[src/rtl/jtag_tap_pkg.sv]
// Shared TAP definitions: state encoding, instruction opcodes and IR capture pattern.
package jtag_tap_pkg;

  // Standard 1149.1 4-bit state encoding
  typedef logic [3:0] tap_state_t;

  localparam tap_state_t StExit2Dr  = 4'h0;
  localparam tap_state_t StExit1Dr  = 4'h1;
  localparam tap_state_t StShiftDr  = 4'h2;
  localparam tap_state_t StPauseDr  = 4'h3;
  localparam tap_state_t StSelIr    = 4'h4;
  localparam tap_state_t StUpdDr    = 4'h5;
  localparam tap_state_t StCapDr    = 4'h6;
  localparam tap_state_t StSelDr    = 4'h7;
  localparam tap_state_t StExit2Ir  = 4'h8;
  localparam tap_state_t StExit1Ir  = 4'h9;
  localparam tap_state_t StShiftIr  = 4'hA;
  localparam tap_state_t StPauseIr  = 4'hB;
  localparam tap_state_t StRti      = 4'hC;
  localparam tap_state_t StUpdIr    = 4'hD;
  localparam tap_state_t StCapIr    = 4'hE;
  localparam tap_state_t StTlr      = 4'hF;

  typedef enum logic [1:0] {SelBypass, SelIdcode, SelUser, SelUsercode} dr_sel_e;

  localparam logic [9:0] InstrBypass   = 10'h3FF;
  localparam logic [9:0] InstrIdcode   = 10'h059;
  localparam logic [9:0] InstrUser     = 10'h2A0;
  localparam logic [9:0] InstrUsercode = 10'h010;

  localparam logic [1:0] IrCapture = 2'b01;

endpackage

[src/rtl/jtag_tap_fsm.sv]
// 16-state TAP controller; emits the current state and per-edge capture/shift/update strobes.
module jtag_tap_fsm
  import jtag_tap_pkg::*;
(
  input  logic       CLK,
  input  logic       AR,
  input  logic       TMS,
  output tap_state_t o_state,
  output logic       o_capture_ir,
  output logic       o_shift_ir,
  output logic       o_update_ir,
  output logic       o_capture_dr,
  output logic       o_shift_dr,
  output logic       o_update_dr,
  output logic       o_enter_tlr
);

  tap_state_t r_state;
  tap_state_t w_next;

  always_comb begin
    w_next = r_state;
    case (r_state)
      StTlr:     w_next = TMS ? StTlr     : StRti;
      StRti:     w_next = TMS ? StSelDr   : StRti;
      StSelDr:   w_next = TMS ? StSelIr   : StCapDr;
      StCapDr:   w_next = TMS ? StExit1Dr : StShiftDr;
      StShiftDr: w_next = TMS ? StExit1Dr : StShiftDr;
      StExit1Dr: w_next = TMS ? StUpdDr   : StPauseDr;
      StPauseDr: w_next = TMS ? StExit2Dr : StPauseDr;
      StExit2Dr: w_next = TMS ? StUpdDr   : StShiftDr;
      StUpdDr:   w_next = TMS ? StSelDr   : StRti;
      StSelIr:   w_next = TMS ? StTlr     : StCapIr;
      StCapIr:   w_next = TMS ? StExit1Ir : StShiftIr;
      StShiftIr: w_next = TMS ? StExit1Ir : StShiftIr;
      StExit1Ir: w_next = TMS ? StUpdIr   : StPauseIr;
      StPauseIr: w_next = TMS ? StExit2Ir : StPauseIr;
      StExit2Ir: w_next = TMS ? StUpdIr   : StShiftIr;
      StUpdIr:   w_next = TMS ? StSelDr   : StRti;
      default:   w_next = StTlr;
    endcase
  end

  always_ff @(posedge CLK or posedge AR) begin
    if (AR) begin
      r_state <= StTlr;
    end else begin
      r_state <= w_next;
    end
  end

  // Capture/shift act on the edge leaving their state; update acts on the edge entering it
  assign o_state      = r_state;
  assign o_capture_ir = (r_state == StCapIr);
  assign o_shift_ir   = (r_state == StShiftIr);
  assign o_capture_dr = (r_state == StCapDr);
  assign o_shift_dr   = (r_state == StShiftDr);
  assign o_update_ir  = (w_next == StUpdIr);
  assign o_update_dr  = (w_next == StUpdDr);
  assign o_enter_tlr  = (w_next == StTlr);

endmodule

[src/rtl/jtag_tap_responder.sv]
// TAP responder top: IR, BYPASS/IDCODE/USER data registers and falling-edge TDO.
// Define JTAG_TAP_USERCODE_EN to add the USERCODE instruction and USERCODE_VAL parameter.
module jtag_tap_responder
  import jtag_tap_pkg::*;
#(
  parameter int unsigned IR_WIDTH     = 10,
  parameter logic [31:0] IDCODE_VAL   = 32'h0150203F,
  parameter int unsigned USER_WIDTH   = 16
`ifdef JTAG_TAP_USERCODE_EN
  ,
  parameter logic [31:0] USERCODE_VAL = 32'hFFFFFFFF
`endif
) (
  input  logic                  CLK,
  input  logic                  AR,
  input  logic                  TMS,
  input  logic                  TDI,
  output logic                  TDO,
  output logic                  TDO_EN,
  input  logic [USER_WIDTH-1:0] USER_CAP,
  output logic [USER_WIDTH-1:0] USER_OUT,
  output logic                  USER_STB
);

  localparam logic [IR_WIDTH-1:0] IrIdcode = IR_WIDTH'(InstrIdcode);

  tap_state_t w_state;
  logic w_capture_ir, w_shift_ir, w_update_ir;
  logic w_capture_dr, w_shift_dr, w_update_dr, w_enter_tlr;

  logic [IR_WIDTH-1:0]   r_ir_shift;
  logic [IR_WIDTH-1:0]   r_ir_active;
  logic [31:0]           r_dr;
  logic [USER_WIDTH-1:0] r_user_out;
  logic                  r_user_stb;
  logic                  r_tdo;
  logic                  r_tdo_en;

  dr_sel_e     w_sel;
  logic [4:0]  w_dr_msb;
  logic [31:0] w_dr_cap;
  logic [31:0] w_dr_shifted;
  logic        w_user_upd;

  jtag_tap_fsm u_fsm (
    .CLK          (CLK),
    .AR           (AR),
    .TMS          (TMS),
    .o_state      (w_state),
    .o_capture_ir (w_capture_ir),
    .o_shift_ir   (w_shift_ir),
    .o_update_ir  (w_update_ir),
    .o_capture_dr (w_capture_dr),
    .o_shift_dr   (w_shift_dr),
    .o_update_dr  (w_update_dr),
    .o_enter_tlr  (w_enter_tlr)
  );

  // Unrecognised opcodes fall through to BYPASS
  always_comb begin
    w_sel = SelBypass;
    if (r_ir_active == IrIdcode) begin
      w_sel = SelIdcode;
    end else if (r_ir_active == IR_WIDTH'(InstrUser)) begin
      w_sel = SelUser;
`ifdef JTAG_TAP_USERCODE_EN
    end else if (r_ir_active == IR_WIDTH'(InstrUsercode)) begin
      w_sel = SelUsercode;
`endif
    end
  end

  always_comb begin
    w_dr_msb = 5'd0;
    w_dr_cap = 32'd0;
    case (w_sel)
      SelIdcode: begin
        w_dr_msb = 5'd31;
        w_dr_cap = IDCODE_VAL;
      end
      SelUser: begin
        w_dr_msb = 5'(USER_WIDTH - 1);
        w_dr_cap = 32'(USER_CAP);
      end
`ifdef JTAG_TAP_USERCODE_EN
      SelUsercode: begin
        w_dr_msb = 5'd31;
        w_dr_cap = USERCODE_VAL;
      end
`endif
      default: begin
        w_dr_msb = 5'd0;
        w_dr_cap = 32'd0;
      end
    endcase
  end

  // TDI enters at the selected register's MSB so its length tracks the instruction
  always_comb begin
    w_dr_shifted = r_dr >> 1;
    w_dr_shifted[w_dr_msb] = TDI;
  end

  assign w_user_upd = w_update_dr && (w_sel == SelUser);

  always_ff @(posedge CLK or posedge AR) begin
    if (AR) begin
      r_ir_shift  <= '0;
      r_ir_active <= IrIdcode;
      r_dr        <= '0;
      r_user_out  <= '0;
      r_user_stb  <= 1'b0;
    end else begin
      if (w_capture_ir) begin
        r_ir_shift <= IR_WIDTH'(IrCapture);
      end else if (w_shift_ir) begin
        r_ir_shift <= {TDI, r_ir_shift[IR_WIDTH-1:1]};
      end

      if (w_enter_tlr) begin
        r_ir_active <= IrIdcode;
      end else if (w_update_ir) begin
        r_ir_active <= r_ir_shift;
      end

      if (w_capture_dr) begin
        r_dr <= w_dr_cap;
      end else if (w_shift_dr) begin
        r_dr <= w_dr_shifted;
      end

      r_user_stb <= w_user_upd;
      if (w_user_upd) begin
        r_user_out <= r_dr[USER_WIDTH-1:0];
      end
    end
  end

  always_ff @(negedge CLK or posedge AR) begin
    if (AR) begin
      r_tdo    <= 1'b0;
      r_tdo_en <= 1'b0;
    end else if (w_state == StShiftIr) begin
      r_tdo    <= r_ir_shift[0];
      r_tdo_en <= 1'b1;
    end else if (w_state == StShiftDr) begin
      r_tdo    <= r_dr[0];
      r_tdo_en <= 1'b1;
    end else begin
      r_tdo    <= 1'b0;
      r_tdo_en <= 1'b0;
    end
  end

  assign TDO      = r_tdo;
  assign TDO_EN   = r_tdo_en;
  assign USER_OUT = r_user_out;
  assign USER_STB = r_user_stb;

endmodule

[config.mk]
export PLATFORM = sky130hd
export DESIGN_NAME = jtag_tap_responder
export DESIGN_NICKNAME = d
export VERILOG_FILES = /design/src/rtl/jtag_tap_pkg.sv /design/src/rtl/jtag_tap_fsm.sv /design/src/rtl/jtag_tap_responder.sv
export SDC_FILE = /design/constraint.sdc
export NUM_CORES = 1
export LEC_CHECK = 0
export CORE_MARGIN = 2
export CORE_UTILIZATION = 50
export CTS_CLUSTER_DIAMETER = 120
export DETAILED_ROUTE_END_ITERATION = 6
export GPL_TIMING_DRIVEN = 1
export PLACE_DENSITY = 0.79
export SYNTH_ARGS = -nofsm -noshare
export SYNTH_HDL_FRONTEND = slang
export SYNTH_HIERARCHICAL = 1
export SYNTH_SLANG_ARGS = --single-unit
[constraint.sdc]
create_clock -name CLK -period 2.5 [get_ports CLK]
set_input_delay 0.75 -clock CLK [delete_from_list [all_inputs] [get_ports CLK]]
set_output_delay 0.75 -clock CLK [all_outputs]
set_load 0.05 [all_outputs]
=== Word level (Yosys, flattened, before mapping) ===
Index checks and enable logic that the tools add are counted.

* Bits in registers: 75
* Input port bits: 20
* Output and inout bits: 19
* Logic and storage cells: 71

* Order comparisons: 2
* Equality and inequality tests: 22
* Mux-type cells: 30
* Reductions and logical operators: 9

{| class="wikitable"
|+ Operators by type and width
! kind !! number
|-
| 32-bit 2-to-1 mux || 2
|-
| 25-bit one-hot mux with 2 select lines || 1
|-
| 4-bit one-hot mux with 12 select lines || 1
|-
| 4-bit equality test (second input constant) || 10
|-
| 10-bit 2-to-1 mux || 4
|-
| 32-bit bitwise mux || 1
|-
| 4-bit by 3-bit equality test with 1-bit output (second input constant) || 5
|-
| 2-bit 2-to-1 mux || 8
|-
| 3-bit 2-to-1 mux || 4
|-
| 10-bit equality test (second input constant) || 1
|-
| 10-bit by 7-bit equality test with 1-bit output (second input constant) || 1
|-
| 5-bit one-hot mux with 2 select lines || 1
|-
| 4-bit by 2-bit equality test with 1-bit output (second input constant) || 2
|-
| 5-bit by 6-bit less-than comparator with 1-bit output (second input constant) || 1
|-
| 1-bit 2-to-1 mux || 6
|-
| 2-bit nonzero test || 3
|-
| 1-bit demux with 5-bit select || 1
|-
| 5-bit by 1-bit greater-or-equal comparator with 1-bit output (second input constant) || 1
|-
| 4-bit by 1-bit equality test with 1-bit output (second input constant) || 1
|-
| 4-bit zero test || 1
|-
| 4-bit 2-to-1 mux || 1
|-
| 2-bit OR reduction || 2
|-
| 3-bit OR reduction || 1
|-
| 2-bit by 1-bit equality test with 1-bit output (second input constant) || 1
|-
| 2 further kinds || 3
|}

=== Logic depth before layout (Yosys ltp) ===
* Word-level depth: 12
* Depth in mapped cells: 8
* Gate-level depth less buffers: 6

=== Hierarchy ===
Netlist, hierarchy kept.

{| class="wikitable"
|+ Modules (own cells, without submodules)
! module !! instances !! cells an instance !! area each (um^2) !! sequential area each (um^2)
|-
| jtag_tap_responder || 1 || 267 || 3056.7 || 1781.7
|-
| jtag_tap_fsm || 1 || 36 || 289.0 || 105.1
|}

==> impl_metrics.py <==
metrics = {
    "global_routing": {
        "grt_pass1_vias": 2352,
        "antenna_found_initial": 0,
        "grt_max_degree": 43,
        "gr-usage-all-layers_pct": 19.4,
        "grt_pass1_wl_um": 11100,
        "grt_overflow_total": 0,
    },
    "synth": {
        "syn_avg_cell_area_um2": 11.0,
        "netlist_instances": 303,
        "ys_ff_latch": 75,
        "yosysSeqAreaShare_pct": 56.4,
        "yosys_warnings": 6,
        "synth_area_mm2": 0.00335,
        "syn-num-nets": 323,
        "synth.distinct_cells": 41,
    },
    "critical_path": {
        "worstPathCellList": "buf_12",
        "cp-start-kind": "flop",
        "crit_fanout": 1,
        "crit_slowest_cell": "dfrtn_1",
        "critPathKind": "reg2out",
        "critPathRequiredTime_ns": 1.75,
        "crit_family": "flip-flops",
        "worst-path-buf-inv": 1,
        "cp_data_arrival_time_ns": 2.16,
        "end_kind": "output pin",
        "critPathMaxStageDelay_ns": 0.44,
    },
    "cts": {
        "cts_inserted_buffers": 9,
        "tritoncts": "done",
        "cts_num_sinks": 75,
        "cts_hold_buf": 0,
        "cts_setup_buffers": 0,
        "clk_path_buf_depth": 2,
        "cts-root-buf": "clkbuf_8",
        "clk_pin_slew_ns": 0.08,
        "clk_latency_ns": 0.35,
        "htree_levels": 3,
    },
    "job": {
        "drv_cap": 0,
    },
    "detailed_routing": {
        "viasPerCell": 5.47,
        "drc": 3,
        "ant_nets": 0,
        "wl_per_cell_um": 15.2,
        "wirelength_um": 6500,
        "drtPass1Iterations": 7,
        "vias": 2337,
        "drtIter0Drc": 139,
    },
    "sta": {
        "fin_ws_ns": -0.410,
        "worst_slew_pin_slew_ns": 0.592,
        "hold_viol": 0,
        "whs_ns": 0.485,
        "rsz0062_at_grt": "true",
        "max_slew_margin_pct": 60.3,
        "setup_tns_ns": -0.813,
        "slew_viol_final": 0,
        "skew_ns": 0.0164,
        "setup_violations": 2,
    },
    "die": {
        "ios": 39,
        "die_w_um": 85.8,
        "dieArea_mm2": 0.00736,
        "rows": 29,
        "core-area_mm2": 0.00642,
        "die_h_um": 85.8,
        "initial_utilization_pct": 52.1,
    },
    "final_layout": {
        "num_antenna_cells": 0,
        "layoutNonFillerInstCount": 427,
        "regArea_mm2": 0.00189,
        "drive_gt1_share_pct": 15.1,
        "final_util_pct": 62.9,
        "multi_input_area_mm2": 0.00133,
        "layout.nets": 365,
        "synthToLayoutAreaGrowth_pct": 20.7,
        "fin_area_mm2": 0.00404,
        "fillCellCount": 500,
    },
    "place": {
        "io_buffers": 38,
        "routabilityCongestion": 0.764,
        "place_hpwl_um": 4500,
        "dp_cells": 411,
        "dp_slack_ns": -0.0683,
        "placed_area_mm2": 0.00386,
    },
    "pwr": {
        "pwr-share-comb_pct": 28.5,
        "power_frac_clock_pct": 23.0,
        "ir_drop_mv": 0.341,
        "seq_power_share_pct": 48.4,
        "total_power_mw": 3.69,
        "p_leak_nw": 1.82,
        "swShare_pct": 33.5,
        "p_per_area_mw_per_mm2": 913,
        "p_int_mw": 2.45,
        "p_switching_mw": 1.23,
    },
    "status": {
        "status": "complete, but fails checks",
        "violations": "design-rule violations, negative setup slack",
    },
    "min_path": {
        "hold_path_class": "reg2reg",
    },
}
==> Yosys cell counts (all sizes together) <==
cell type | instances | area [µm²]
a211o | 5 | 43.8
a31oi | 1 | 6.26
dfrtp | 65 | 1630
o21ai | 20 | 100
a21boi | 1 | 7.51
nand4bb | 1 | 27.5
mux2 | 8 | 105
nand3b | 1 | 7.51
clkbuf | 7 | 26.3
dfrtn | 2 | 50.1
nand3 | 4 | 25.0
dfstp | 8 | 210
nor4bb | 1 | 10.0
nor2b | 8 | 50.1
buf | 12 | 73.8
nor2 | 41 | 154
or2 | 1 | 6.26
nand4 | 3 | 18.8
nand2b | 4 | 25.0
nor3b | 2 | 15.0
and3 | 3 | 18.8
o31ai | 1 | 7.51
o22ai | 1 | 6.26
o21a | 1 | 7.51
a22o | 1 | 8.76
o211ai | 4 | 30.0
a21oi | 22 | 110
inv | 10 | 37.5
nor3 | 3 | 20.0
and4b | 2 | 20.0
nand2 | 19 | 71.3
a221oi | 1 | 8.76
or3 | 1 | 6.26
nor4b | 1 | 23.8
mux2i | 38 | 380
==> power by group through the flow <==
| stage | registers (mW) | clock network, mW | logic (mW) |
|---|---|---|---|
| after floorplan | 1.76 | 0 | 0.772 |
| after global placement | 1.79 | 0 | 0.997 |
| after detailed placement | 1.81 | 0 | 1.05 |
| after CTS | 1.78 | 0.859 | 1.06 |
| after global routing | 1.83 | 0.905 | 1.17 |
| final | 1.79 | 0.849 | 1.05 |
==> cells by family (layout without fill, tap and decap cells) <==
group | after synthesis | in the layout | synth area share (%)
and+or+nand+nor | 95 | 95 | 14.9
DFF | 75 | 75 | 56.4
AOI/OAI and AO/OA | 58 | 58 | 10.1
muxes | 46 | 46 | 14.5
buffers and inverters | 29 | 76 | 4.11
==> layer usage <==
| metal | vias up | track usage, % | routed length, µm |
|---|---|---|---|
| li1 | 1129 | - | - |
| met5 | - | 0 | 0 |
| met3 | 15 | 4.04 | 231 |
| met4 | 0 | 9.38 | 165 |
| met1 | 1139 | 26.1 | 3040 |
| met2 | 54 | 30.1 | 3060 |
==> state kept, by name, summed over array words and instances (netlist names) <==
| register | cells |
|---|---|
| TDO | 1 |
| r_ir_active | 10 |
| USER_OUT | 16 |
| USER_STB | 1 |
| r_ir_shift | 10 |
| u_fsm/o_state | 4 |
| TDO_EN | 1 |
| r_dr | 32 |
==> repair_timing <==
| action | CTS | global route |
|---|---|---|
| endpoints found under the hold margin | 0 | 0 |
| setup endpoints to repair | 2 | 2 |
| pin swaps | 0 | 0 |
| gates resized for setup | 0 | 0 |
==> worst paths after layout <==
path	startpoint	to	slack, ns	cells after the start
worst max-delay path	TDO	TDO	-0.41	1
worst min-delay path	USER_OUT[3]	USER_OUT[3]	0.49	2
worst max register to register	u_fsm/o_state[1]	TDO	0.19	2
worst min register to register	USER_OUT[3]	USER_OUT[3]	0.49	2
max in group asynchronous	AR	TDO	0.54	2
min in group asynchronous	AR	u_fsm/o_state[1]	0.89	2
==> layout make-up <==
cell class | count | area share [%]
tap | 77 | 2.39
inverter | 10 | 1.02
sequential | 75 | 46.7
clock buffer | 12 | 3.84
multi-input combinational | 199 | 33.0
clock inverter | 4 | 0.620
timing repair buffer | 50 | 12.5
==> placed cells by master (no fill, tap or decap), types with 4 or more instances in the layout <==
master	n
dfrtp_1	65
buf_4	11
o211ai_1	4
dfstp_2	8
nand2_1	19
nand2b_1	4
nor2_1	41
clkdlybuf4s50_1	36
mux2_4	4
mux2i_1	38
nor2b_1	8
clkbuf_8	11
a21oi_1	22
inv_1	9
a211o_1	5
o21ai_0	19
mux2_2	4
(Power assumes the default switching activity.)
